## src/rtl/fp_ctrl_pkg.sv

```systemverilog
// -----------------------------------------------------------------------------
// fp_ctrl_pkg
// Shared types and constants for the FP issue/retire controller:
//   - state_e   : issue FSM states (IDLE, ISSUE, SERIAL)
//   - fp_tag_t  : FPU tag layout {is_int, rd}
//   - FFLAG_*   : bit positions of the IEEE exception flags {NV,DZ,OF,UF,NX}
//   - fflags_next : sticky flag update rule
// -----------------------------------------------------------------------------
package fp_ctrl_pkg;

  typedef enum logic [1:0] {
    IDLE   = 2'd0,
    ISSUE  = 2'd1,
    SERIAL = 2'd2
  } state_e;

  typedef struct packed {
    logic       is_int;
    logic [4:0] rd;
  } fp_tag_t;

  localparam int FFLAG_W  = 5;
  localparam int FFLAG_NX = 0;
  localparam int FFLAG_UF = 1;
  localparam int FFLAG_OF = 2;
  localparam int FFLAG_DZ = 3;
  localparam int FFLAG_NV = 4;

  // A clear that coincides with a retire must not lose that retire's flags,
  // so the clear replaces the accumulated value with the new status.
  function automatic logic [FFLAG_W-1:0] fflags_next(
    input logic [FFLAG_W-1:0] cur,
    input logic [FFLAG_W-1:0] status,
    input logic               clr,
    input logic               retire
  );
    logic [FFLAG_W-1:0] res;
    res = cur;
    if (clr && retire) begin
      res = status;
    end else if (clr) begin
      res = '0;
    end else if (retire) begin
      res = cur | status;
    end
    return res;
  endfunction

endpackage

```

## src/rtl/fp_scoreboard.sv

```systemverilog
// -----------------------------------------------------------------------------
// fp_scoreboard
// One pending-write bit per FP register plus the hazard compare for a
// candidate op (three sources + destination).
// Ports:
//   clk_i, rst_ni      clock, asynchronous active-low reset
//   flush              clears every bit
//   set_en, set_addr   mark a register as having a write in flight
//   clr_en, clr_addr   release a register on retire
//   rs, rs_used        {rs3,rs2,rs1} source addresses and their valid bits
//   rd, rd_chk         destination and whether it needs a WAW check
//   hazard             candidate op conflicts with the registered scoreboard
// -----------------------------------------------------------------------------
module fp_scoreboard #(
  parameter int NUM_FREG = 32
) (
  input  logic        clk_i,
  input  logic        rst_ni,
  input  logic        flush,
  input  logic        set_en,
  input  logic [4:0]  set_addr,
  input  logic        clr_en,
  input  logic [4:0]  clr_addr,
  input  logic [14:0] rs,
  input  logic [2:0]  rs_used,
  input  logic [4:0]  rd,
  input  logic        rd_chk,
  output logic        hazard
);

  logic [NUM_FREG-1:0] sb_q;
  logic [NUM_FREG-1:0] set_vec;
  logic [NUM_FREG-1:0] clr_vec;

  always_comb begin
    set_vec = '0;
    clr_vec = '0;
    if (set_en) set_vec[set_addr] = 1'b1;
    if (clr_en) clr_vec[clr_addr] = 1'b1;
  end

  always_ff @(posedge clk_i or negedge rst_ni) begin
    if (!rst_ni) begin
      sb_q <= '0;
    end else if (flush) begin
      sb_q <= '0;
    end else begin
      sb_q <= (sb_q & ~clr_vec) | set_vec;
    end
  end

  // Compare against the registered bits only: a retire in the same cycle
  // unblocks the dependent op one cycle later.
  always_comb begin
    hazard = 1'b0;
    for (int i = 0; i < 3; i++) begin
      if (rs_used[i] && sb_q[rs[i*5 +: 5]]) hazard = 1'b1;
    end
    if (rd_chk && sb_q[rd]) hazard = 1'b1;
  end

endmodule

```

## src/rtl/fp_issue_ctrl.sv

```systemverilog
// -----------------------------------------------------------------------------
// fp_issue_ctrl
// Issue/retire controller between the core decode stage and an fpnew_top FPU.
// Ports:
//   req_*            decoded FP op from the core (valid/ready handshake)
//   fpu_in_*/tag_o   FPU input handshake with {is_int, rd} tag
//   fpu_out_*/tag_i  FPU result handshake, status flags
//   flush_i          core flush; forwarded registered on fpu_flush_o
//   wb_*             FP / integer register-file write strobes and address
//   fflags_o         sticky IEEE exception flags, fflags_clr_i clears
//   busy_o           op held for issue or ops in flight
//   err_o            sticky: a result arrived with nothing outstanding
// -----------------------------------------------------------------------------
module fp_issue_ctrl
  import fp_ctrl_pkg::*;
#(
  parameter int MAX_OUTSTANDING = 4,
  parameter int NUM_FREG        = 32,
  parameter int TAG_W           = 6
) (
  input  logic             clk_i,
  input  logic             rst_ni,
  input  logic             req_valid_i,
  output logic             req_ready_o,
  input  logic [14:0]      req_rs_i,
  input  logic [2:0]       req_rs_used_i,
  input  logic [4:0]       req_rd_i,
  input  logic             req_rd_we_i,
  input  logic             req_rd_is_int_i,
  output logic             fpu_in_valid_o,
  input  logic             fpu_in_ready_i,
  output logic [TAG_W-1:0] fpu_tag_o,
  input  logic             fpu_out_valid_i,
  output logic             fpu_out_ready_o,
  input  logic [TAG_W-1:0] fpu_tag_i,
  input  logic [4:0]       fpu_status_i,
  input  logic             flush_i,
  output logic             fpu_flush_o,
  output logic             wb_fp_we_o,
  output logic             wb_int_we_o,
  output logic [4:0]       wb_addr_o,
  output logic [4:0]       fflags_o,
  input  logic             fflags_clr_i,
  output logic             busy_o,
  output logic             err_o
);

  localparam int CNT_W = $clog2(MAX_OUTSTANDING + 1);

  state_e             state_q, state_d;
  fp_tag_t            hold_q;
  fp_tag_t            out_tag;
  logic [CNT_W-1:0]   count_q;
  logic [FFLAG_W-1:0] fflags_q;
  logic               err_q;
  logic               flush_q;
  logic               out_rdy_q;

  logic hazard;
  logic can_accept;
  logic accept;
  logic out_fire;
  logic retire;
  logic stray;

  assign out_tag = fp_tag_t'(fpu_tag_i);

  // Results presented during a flush cycle are dropped entirely.
  assign out_fire = fpu_out_valid_i && !flush_i;
  assign retire   = out_fire && (count_q != '0);
  assign stray    = out_fire && (count_q == '0);

  assign can_accept = (state_q == IDLE) && !hazard &&
                      (count_q < CNT_W'(MAX_OUTSTANDING)) && !flush_i;
  assign accept     = req_valid_i && can_accept;

  fp_scoreboard #(
    .NUM_FREG (NUM_FREG)
  ) u_sb (
    .clk_i    (clk_i),
    .rst_ni   (rst_ni),
    .flush    (flush_i),
    .set_en   (accept && req_rd_we_i && !req_rd_is_int_i),
    .set_addr (req_rd_i),
    .clr_en   (retire && !out_tag.is_int),
    .clr_addr (out_tag.rd),
    .rs       (req_rs_i),
    .rs_used  (req_rs_used_i),
    .rd       (req_rd_i),
    .rd_chk   (req_rd_we_i && !req_rd_is_int_i),
    .hazard   (hazard)
  );

  always_comb begin
    state_d        = state_q;
    fpu_in_valid_o = 1'b0;
    case (state_q)
      IDLE: begin
        if (accept) state_d = ISSUE;
      end
      ISSUE: begin
        fpu_in_valid_o = 1'b1;
        if (fpu_in_ready_i) state_d = hold_q.is_int ? SERIAL : IDLE;
      end
      SERIAL: begin
        // Integer-destination ops are serialised: wait for their result.
        if (retire && out_tag.is_int) state_d = IDLE;
      end
      default: state_d = IDLE;
    endcase
    if (flush_i) state_d = IDLE;
  end

  always_ff @(posedge clk_i or negedge rst_ni) begin
    if (!rst_ni) begin
      state_q   <= IDLE;
      hold_q    <= '0;
      count_q   <= '0;
      fflags_q  <= '0;
      err_q     <= 1'b0;
      flush_q   <= 1'b0;
      out_rdy_q <= 1'b0;
    end else begin
      state_q   <= state_d;
      flush_q   <= flush_i;
      out_rdy_q <= 1'b1;
      fflags_q  <= fflags_next(fflags_q, fpu_status_i, fflags_clr_i, retire);
      if (stray) err_q <= 1'b1;
      if (flush_i) begin
        hold_q  <= '0;
        count_q <= '0;
      end else begin
        if (accept) hold_q <= '{is_int: req_rd_is_int_i, rd: req_rd_i};
        case ({accept, retire})
          2'b10:   count_q <= count_q + CNT_W'(1);
          2'b01:   count_q <= count_q - CNT_W'(1);
          default: count_q <= count_q;
        endcase
      end
    end
  end

  assign req_ready_o     = can_accept;
  assign fpu_tag_o       = TAG_W'(hold_q);
  assign fpu_out_ready_o = out_rdy_q;
  assign fpu_flush_o     = flush_q;
  assign wb_fp_we_o      = out_fire && !out_tag.is_int;
  assign wb_int_we_o     = out_fire && out_tag.is_int;
  assign wb_addr_o       = out_tag.rd;
  assign fflags_o        = fflags_q;
  assign err_o           = err_q;
  assign busy_o          = (state_q != IDLE) || (count_q != '0);

endmodule

```

## config.mk

```make
export PLATFORM = sky130hd
export DESIGN_NAME = fp_issue_ctrl
export DESIGN_NICKNAME = d
export VERILOG_FILES = /design/src/rtl/fp_ctrl_pkg.sv /design/src/rtl/fp_scoreboard.sv /design/src/rtl/fp_issue_ctrl.sv
export SDC_FILE = /design/constraint.sdc
export NUM_CORES = 1
export LEC_CHECK = 0
export BUFFER_PORTS_ARGS = -buffer_cell sky130_fd_sc_hd__clkbuf_2
export CORE_MARGIN = 3
export CORE_UTILIZATION = 45
export DETAILED_ROUTE_END_ITERATION = 10
export PLACE_DENSITY = 0.72
export RECOVER_POWER = 50
export SLEW_MARGIN = 30
export SYNTH_ARGS = -nofsm -noshare
export SYNTH_HDL_FRONTEND = slang
export SYNTH_SLANG_ARGS = --single-unit
export TNS_END_PERCENT = 100
```

## constraint.sdc

```tcl
create_clock -name clk_i -period 8.33 [get_ports clk_i]
set_input_delay 1.2495 -clock clk_i [delete_from_list [all_inputs] [get_ports clk_i]]
set_output_delay 1.2495 -clock clk_i [all_outputs]
set_load 0.05 [all_outputs]
```

Word-level counts from Yosys, hierarchy flattened
Cells that the tools add are included.
{ "totals": {"reg_bits": 51, "input_bits": 43, "output_inout_bits": 24, "wordCells": 97} }
{ "op_classes": {"add_sub_neg": 2, "magnitude_cmp": 8, "n_eq_ne": 7, "muxes": 33, "n_bitwise": 4, "reduce_logical": 34} }
{ "op_table": {"columns": ["operator", "n"], "rows": [
  ["two-way mux 32 bit", 3],
  ["AND 32 bit", 1],
  ["NOT 32 bit", 1],
  ["bitwise OR 32 bit", 1],
  ["less-than comparator 5 x 6 -> 1 bit (second input constant)", 5],
  ["logical AND 1 bit", 21],
  ["binary-select mux 1 bit (select 5 bit)", 4],
  ["two-way mux 5 bit", 3],
  ["two-way mux 6 bit", 2],
  ["two-way mux 1 bit", 11],
  ["demux 1 bit (select 5 bit)", 2],
  ["greater-or-equal comparator 5 x 1 -> 1 bit (second input constant)", 2],
  ["two-way mux 2 bit", 5],
  ["inequality test 3 bit (second input constant)", 3],
  ["nonzero test 3 bit", 3],
  ["one-hot mux 2 bit (3 select lines)", 1],
  ["one-hot mux 3 bit (2 select lines)", 1],
  ["bitwise OR 5 bit", 1],
  ["equality test 2 x 1 -> 1 bit (second input constant)", 2],
  ["equality test 2 bit (second input constant)", 2],
  ["zero test 1 bit", 4],
  ["nonzero test 2 bit", 2],
  ["adder 3 x 1 -> 3 bit (second input constant)", 1],
  ["zero test 3 bit", 1],
  ["6 further kinds", 6]
]} }

Depth between registers and ports, before layout
Gate-level depths: netlist of the first run.
{ "logic_depth": {"ltp_word": 17, "mapped_depth": 14, "depth_no_buf": 12} }

Modules after synthesis
From an unflattened synthesis of the first run, not the netlist that was laid out.
{ "unflattened": {"hier_cells": 350, "area_unflattened_um2": 3524.6} }
{ "by_module_without_submodules": {"columns": ["module", "n_inst", "cells_each", "area_each_um2", "seq_area_each_um2"], "rows": [
  ["fp_scoreboard", 1, 250, 2581.2, 800.8],
  ["fp_issue_ctrl", 1, 100, 943.4, 475.5]
]} }

Worst setup path after synthesis of the first run
Ideal clock, no wire load.
{ "synth_timing": {"path_type": "input to output", "start": "input req_rs_i[5]", "end": "output req_ready_o", "arrival_time_ps": 3874, "required_ps": 7081, "setup_slack_ps": 3206, "cell_stages": 8, "n_path_buf": 1, "cell_sequence": "buf_2 mux4_2 mux2_2 nand2_1 nand4_1 o22ai_4 nand2_1 nor3_1"} }
{ "synth_between": {"elab_chain_cells": 10} }
{ "synth_lines": {"columns": ["element", "line_no", "rtl"], "rows": [
  ["start, declared", "fp_issue_ctrl.sv:25", "input logic [14:0] req_rs_i,"],
  ["binary-select mux 1 bit (select 5 bit)", "fp_scoreboard.sv:57", "if (rs_used[i] && sb_q[rs[i*5 +: 5]]) hazard = 1'b1;"],
  ["two-way mux 1 bit (implied by the code)", "fp_scoreboard.sv:57", null],
  ["logical AND 1 bit", "fp_scoreboard.sv:57", null],
  ["two-way mux 1 bit (2 in a row)", "fp_scoreboard.sv:57", null],
  ["two-way mux 1 bit", "fp_scoreboard.sv:59", "if (rd_chk && sb_q[rd]) hazard = 1'b1;"],
  ["zero test 1 bit", "fp_issue_ctrl.sv:73", "assign can_accept = (state_q == IDLE) && !hazard &&"],
  ["logical AND 1 bit (2 in a row)", "fp_issue_ctrl.sv:73", null],
  ["logical AND 1 bit", "fp_issue_ctrl.sv:74", "(count_q < CNT_W'(MAX_OUTSTANDING)) && !flush_i;"],
  ["end, declared", "fp_issue_ctrl.sv:24", "output logic req_ready_o,"]
]} }
No other way between the ends. The select of a mux whose other input is x is not followed.

Final worst setup path of the first run
{ "layout_timing": {"start": "input req_rd_i[1]", "end": "output req_ready_o"} }
{ "layout_between": {"elab_chain_cells": 8} }
{ "layout_lines": {"columns": ["element", "line_no", "rtl"], "rows": [
  ["start, declared", "fp_issue_ctrl.sv:27", "input logic [4:0] req_rd_i,"],
  ["binary-select mux 1 bit (select 5 bit)", "fp_scoreboard.sv:59", null],
  ["two-way mux 1 bit (implied by the code)", "fp_scoreboard.sv:59", null],
  ["logical AND 1 bit", "fp_scoreboard.sv:59", null],
  ["two-way mux 1 bit", "fp_scoreboard.sv:59", null],
  ["zero test 1 bit", "fp_issue_ctrl.sv:73", null],
  ["logical AND 1 bit (2 in a row)", "fp_issue_ctrl.sv:73", null],
  ["logical AND 1 bit", "fp_issue_ctrl.sv:74", null]
]} }
No other way between the ends. The select of a mux whose other input is x is not followed.

==> results of run 1 <==
worst reg2reg max path, delay by kind of cell (launching register included):
kind            cells  cell delay, ns
flops               1            0.50
simple gates        4            0.63
mux                 2            0.76
compound gates      4            0.75
fa+ha+maj           1            0.52
placed cells by master (no fill, tap or decap), drive strengths merged, types with 3 or more instances in the layout:
cell type  synthesis  layout
clkbuf            18      72
dfrtp             51      51
o21ai             45      45
nand2             38      38
nand3             35      35
mux4              23      23
mux2i             19      19
nor2              17      17
inv               14      15
o211ai            14      14
nor2b             10      10
mux2               8       8
nand4              8       8
o311ai             6       6
or3                5       5
nor3               5       5
nand2b             4       4
nand3b             3       3
a21oi              3       3
a221oi             3       3
sequential cells by signal (all words and copies together), names as in the netlist:
name,flops
count_q,3
err_o,1
fflags_o,5
fpu_tag_o,6
u_sb.sb_q,32
fpu_flush_o,1
state_q,2
fpu_out_ready_o,1
area by class of cell:
type,instances,area share [%]
Multi-Input combinational cell,276,53.1
Sequential cell,51,31.5
Timing Repair Buffer,68,8.13
Tap cell,102,3.15
Clock buffer,5,1.70
Inverter,14,1.30
Clock inverter,3,1.14
metrics by stage:
step	worst slack (ns)	instance area, sq um	total power [mW]	std cells	util [%]
global placement	3.53	3950	0.407	511	50.6
floorplan	3.21	3660	0.369	374	-
global route	3.34	4050	0.606	519	51.9
finish	3.48	4050	0.581	519	51.9
detailed placement	3.51	3950	0.410	511	50.6
CTS	3.48	4070	0.587	519	52.1
worst min-delay path by stage:
stage	startpoint	to	cells past startpoint	slack, ns
after floorplan	state_q[1]	state_q[0]	1	0.46
after global placement	err_o	err_o	1	0.44
after detailed placement	err_o	err_o	1	0.45
after CTS	err_o	err_o	1	0.47
after global routing	err_o	err_o	1	0.51
final	err_o	err_o	1	0.47
power groups by stage:
stage	sequential (mW)	combinational (mW)	clock, mW
2_1_floorplan	0.288	0.0809	0
3_3_place_gp	0.268	0.139	0
3_5_place_dp	0.268	0.142	0
4_1_cts	0.263	0.143	0.181
5_1_grt	0.265	0.152	0.189
6_report	0.263	0.141	0.177
per-layer routing:
metal | up-vias | wire length (um) | global-route usage, %
li1 | 1489 | - | -
met1 | 1641 | 4560 | 34.5
met2 | 204 | 4940 | 38.8
met3 | 36 | 1110 | 3.75
met4 | 0 | 430 | 11.0
met5 | - | 0 | 0
logic make-up after synthesis:
| logic type | after synthesis | synth area share [%] |
|---|---|---|
| AND/OR/NAND/NOR | 135 | 18.9 |
| adder cells (fa/ha/maj) | 1 | 0.547 |
| AO/OA/AOI/OAI | 88 | 17.1 |
| flip-flops | 51 | 34.9 |
| other | 1 | 0.103 |
| XOR/XNOR | 1 | 0.240 |
| buffers and inverters | 47 | 6.36 |
| multiplexers | 50 | 21.9 |
==> results by group, run 1 <==
Power and ir drop
  • Share of total power in combinational logic: 24.3%
  • Sw Ratio: 33.7%
  • Flop pwr share: 45.3%
  • Clock share of power: 30.4%
  • Worst VDD drop: 0.157 mV
  • Sw Pwr: 196 uW
  • Internal power: 385 uW
  • Pwr dens: 144 nW/um^2
  • Leakage: 1.67 nW

Routing
  • Routed len/inst: 21.3 um
  • Antenna Nets Post-Route: 0
  • DR pass1 iterations: 5
  • DRC: 0
  • First DRT Iteration DRCs: 346
  • Routed vias: 3370
  • WL final: 11000 um
  • DR vias/cell: 6.49

Timing
  • Clock Skews: 0.00534 ns
  • Final Cycle Share: 58.2%
  • Worst slew pin tran: 2.69 ns
  • Final setup viols: 0
  • Worst hold margin: 0.471 ns
  • RSZ-0062 raised after global routing: no
  • Final min period: 4.85 ns
  • Upper clock frequency limit: 0.206 GHz
  • Final Max Slew Viols: 52
  • Final Hold Fails: 0
  • Setup tns final: 0 ns
  • Slew headroom: -79.3%

Yosys
  • Register area share after synthesis: 34.9%
  • Count leader, synth: dfrtp_1
  • Synth area leader: dfrtp_1
  • Synth Instances: 374
  • Post-synth top area share: 34.9%
  • Async SR Flop Fraction: 100%
  • Net Count, Synth: 418
  • Post-Syn Area: 3660 sq um
  • Post-synth EDFFs: 0
  • Netlist cell types: 54
  • Synth Flop Type: dfrtp_1
  • Synth Register Bits: 51
  • Yosys synthesis warning count: 0
  • Avg Synthesized Cell Area: 9.78 sq um
  • Area contributors post-synth: dfrtp_1, mux4_2, mux2i_1, nand3_1, o21ai_0
  • Synth cell count leaders: dfrtp_1, nand2_1, nand3_1

Floorplanning
  • Initial Util: 46.8%
  • Die area: 9240 sq um
  • Chip Height: 96.2 um
  • FP Rows: 32
  • Horiz. Die Dim: 96.2 um
  • CORE AREA: 7810 sq um
  • IO Pins: 67

GRT
  • Overflow after GRT: 0
  • Total track usage: 25.0%
  • Antenna violations before repair: 0
  • Vias in the first global route: 3283
  • Largest net degree at the start of global routing: 52
  • Global-route wire length before repair: 17300 um

Critical path
  • CP bufs+invs: 2
  • Cell mode on critical path: clkbuf_2
  • Worst Path Max Fanout: 17
  • CP endpoint kind: output pin
  • Critical path origin: req_rd_i[1]
  • Top cell family by delay on the critical path: buffers and inverters
  • R2R Path End: count_q[1]
  • CP required: 7.08 ns
  • Crit path depth: 9
  • Reg-to-Reg Start: u_sb.sb_q[31]
  • Ordered cell list for the critical path: clkbuf_2 > mux4_2 > nand3_1 > o21ai_0 > a221oi_1 > a211o_1 > nand2_1 > nor3_1 > clkbuf_2
  • CP startpoint kind: input port
  • Worst path arrival time: 3.60 ns
  • R2R Setup Slk: 5.08 ns
  • CP endpoint: req_ready_o
  • Worst setup path class: input port to output pin
  • Worst R2R Path Depth: 11
  • CP peak stage delay: 0.55 ns
  • Worst path slowest cell: mux4_2

Clock tree
  • CTS max path bufs: 2
  • CTS root buf: clkbuf_8
  • Total CTS buffers: 5
  • CTS clk-pin slew, worst paths: 0.10 ns
  • Skew-Pair Late Insertion Delay: 0.30 ns
  • Post-CTS Resized: 0
  • H-tree Lvls: 2
  • CTS Sinks: 51
  • Hold-fix buffers, CTS: 0
  • Post-CTS Setup Bufs: 0
  • CTS tree: built

Run
  • Max-cap viol count: 1

Layout
  • Layout area overhead: 10.7%
  • Nets@finish: 460
  • Area occupied by multi-input gates: 2150 sq um
  • Register Area: 1280 sq um
  • Fill cells: 738
  • Layout cells sized above 1: 25.9%
  • Diode count: 0

Placed design
  • Final GP Congestion: 0.931
  • Hpwl dp: 8070 um
  • IO Port Bufs: 66

Outcome
  • Status: finished with violations
  • Failing checks: max-capacitance violations, max-slew violations

Worst hold path
  • Worst min path class: flip-flop to flip-flop
Power figures use the tool's default switching activity.
==> run 2, diff against run 1 <==
==> constraint.sdc (replaced) <==
create_clock -name clk_i -period 4.8 [get_ports clk_i]
set_input_delay 0.72 -clock clk_i [delete_from_list [all_inputs] [get_ports clk_i]]
set_output_delay 0.72 -clock clk_i [all_outputs]
set_load 0.05 [all_outputs]
==> results by group, run 2 (synthesis results as in run 1) <==
Timing
  • Clock Skews: 0.00502 ns (-0.000322 ns)
  • RSZ-0062 raised after global routing: no
  • Slew headroom: -79.7% (-0.31 points)
  • Worst slew pin tran: 2.69 ns (+0.00471 ns)
  • Upper clock frequency limit: 0.267 GHz
  • Final Cycle Share: 78.0%
  • Setup tns final: 0 ns (unchanged)
  • Fin worst setup slack: 1.06 ns (-2.42 ns)
  • Final min period: 3.74 ns
  • Final Hold Fails: 0 (unchanged)
  • Final setup viols: 0 (unchanged)
  • Final Max Slew Viols: 52 (unchanged)

GRT
  • Vias in the first global route: 3180 (-3.1%)
  • Global-route wire length before repair: 17200 um (-0.92%)
  • Total track usage: 24.8% (-0.15 points)
  • Overflow after GRT: 0 (unchanged)
  • Antenna violations before repair: 0 (unchanged)
  • Largest net degree at the start of global routing: 52 (unchanged)

Critical path
  • Worst path slowest cell: mux4_2
  • Reg-to-Reg Start: u_sb.sb_q[31]
  • R2R Path End: count_q[1]
  • CP endpoint: req_ready_o
  • Worst Path Max Fanout: 8 (-9)
  • Critical path origin: req_rs_i[5]
  • Worst R2R Path Depth: 11 (unchanged)
  • CP endpoint kind: output pin
  • CP required: 4.08 ns (-3.00 ns)
  • Ordered cell list for the critical path: clkbuf_2 > mux4_2 > mux2_2 > nand2_1 > nand4_1 > o22ai_4 > nand2_1 > nor3_1 > clkbuf_2
  • Worst setup path class: input port to output pin
  • CP startpoint kind: input port
  • Worst path arrival time: 3.02 ns (-0.58 ns)
  • R2R Setup Slk: 1.55 ns (-3.53 ns)
  • CP peak stage delay: 0.54 ns (about the same)

Routing
  • Routed vias: 3338 (-0.95%)
  • DRC: 0 (unchanged)
  • DR pass1 iterations: 4 (-1)
  • WL final: 10800 um (-2.2%)
  • First DRT Iteration DRCs: 372 (+7.5%)
  • DR vias/cell: 6.43 (-0.95%)
  • Antenna Nets Post-Route: 0 (unchanged)
  • Routed len/inst: 20.8 um (-2.2%)

Placed design
  • Final GP Congestion: 0.928 (-0.34%)
  • Setup WS pre-CTS: 1.02 ns (-2.49 ns)
  • Hpwl dp: 7980 um (-1.0%)
  • Cell Area, Placed: 3950 sq um (unchanged)
  • IO Port Bufs: 66 (unchanged)

Layout
  • Diode count: 0 (unchanged)
  • Biggest register: u_sb.sb_q
  • Layout area overhead: 10.6% (about the same)
  • Layout cells sized above 1: 25.9% (unchanged)
  • Commonest non-fill, non-tap cell in the layout: clkbuf_2
  • Max FFs per register: 32 (unchanged)
  • Nets@finish: 460 (unchanged)
  • Most frequent cells in the layout: clkbuf_2, dfrtp_1, nand2_1, nand3_1, o21ai_0
  • Design area: 4050 sq um (about the same)

Outcome
  • Status: finished with violations
  • Failing checks: max-capacitance violations, max-slew violations

Floorplanning
  • CORE AREA: 7810 sq um (unchanged)
  • Horiz. Die Dim: 96.2 um (unchanged)
  • FP Rows: 32 (unchanged)
  • IO Pins: 67 (unchanged)
  • Chip Height: 96.2 um (unchanged)
  • Die area: 9240 sq um (unchanged)
  • Initial Util: 46.8% (unchanged)

Power and ir drop
  • Sw Ratio: 33.4% (-0.36 points)
  • Leakage: 1.67 nW (+0.15%)
  • Sw Pwr: 334 uW (+70%)
  • Clock share of power: 30.2% (-0.2 points)
  • Worst VDD drop: 0.185 mV (+18%)
  • Flop pwr share: 45.7% (+0.4 points)
  • Pwr Total: 1.00 mW (+72%)
  • Pwr dens: 247 nW/um^2 (+72%)
  • Share of total power in combinational logic: 24.1% (-0.2 points)
  • Internal power: 667 uW (+73%)

Clock tree
  • Skew-Pair Late Insertion Delay: 0.30 ns (about the same)
  • CTS root buf: clkbuf_8
  • Hold-fix buffers, CTS: 0 (unchanged)
  • Post-CTS Resized: 0 (unchanged)
  • CTS tree: built
  • CTS Sinks: 51 (unchanged)
  • CTS clk-pin slew, worst paths: 0.09 ns (about the same)
  • CTS max path bufs: 2 (unchanged)
  • Post-CTS Setup Bufs: 0 (unchanged)
  • H-tree Lvls: 2 (unchanged)
  • Total CTS buffers: 5 (unchanged)

Worst hold path
  • Hold Path Stages: 1 (unchanged)
  • Worst min path class: flip-flop to flip-flop

Run
  • Max-cap viol count: 1 (unchanged)
==> run 2: cell types whose count changed in the layout (fill, tap and decap cells not counted), sizes merged <==
cell,previous run,this run
clkinv,0,2
clkinvlp,1,0
inv,15,14
==> run 2: per-layer routing <==
layer / global-route usage [%] / routed length (um) / vias up
met3: 4.14 / 860 / 38
met5: 0 / 0 / -
li1: - / - / 1488
met2: 36.4 / 4780 / 167
met4: 11.7 / 495 / 0
met1: 35.7 / 4670 / 1645
==> run 2: layout make-up <==
cell class,instances,area (sq um)
inverters,14,52.6
flip-flops and latches,51,1280
clock inverters,3,43.8
well taps,102,128
clock buffers,5,68.8
fillers,732,3760
multi-input cells,276,2150
repair buffers,68,329
==> run 2: stage by stage <==
step | hold WS, ns | instances | utilization (%)
after floorplan | 0.424 | 374 | -
after global placement | 0.443 | 511 | 50.6
after detailed placement | 0.449 | 511 | 50.6
after CTS | 0.472 | 519 | 52.0
after global routing | 0.514 | 519 | 51.8
final | 0.469 | 519 | 51.8
==> run 2: worst max-delay path, delay by kind of cell <==
kind	cells	cell delay [ns]
multiplexers	2	0.81
AND/OR/NAND/NOR	4	0.61
buffers and inverters	2	0.61
AO/OA/AOI/OAI	1	0.27
==> run 2: worst min path at each step <==
stage	start	endpoint	slack, ns
final	err_o	err_o	0.47
after global routing	err_o	err_o	0.51
after CTS	err_o	err_o	0.47
after detailed placement	err_o	err_o	0.45
after global placement	err_o	err_o	0.44
after floorplan	rst_ni	count_q[0]	0.42
==> run 2: power by group through the flow <==
stage	logic [mW]	registers (mW)	clock network [mW]
2_1_floorplan	0.140	0.500	0
3_5_place_dp	0.244	0.465	0
6_report	0.241	0.457	0.302
3_3_place_gp	0.241	0.465	0
4_1_cts	0.245	0.457	0.308
5_1_grt	0.263	0.460	0.323
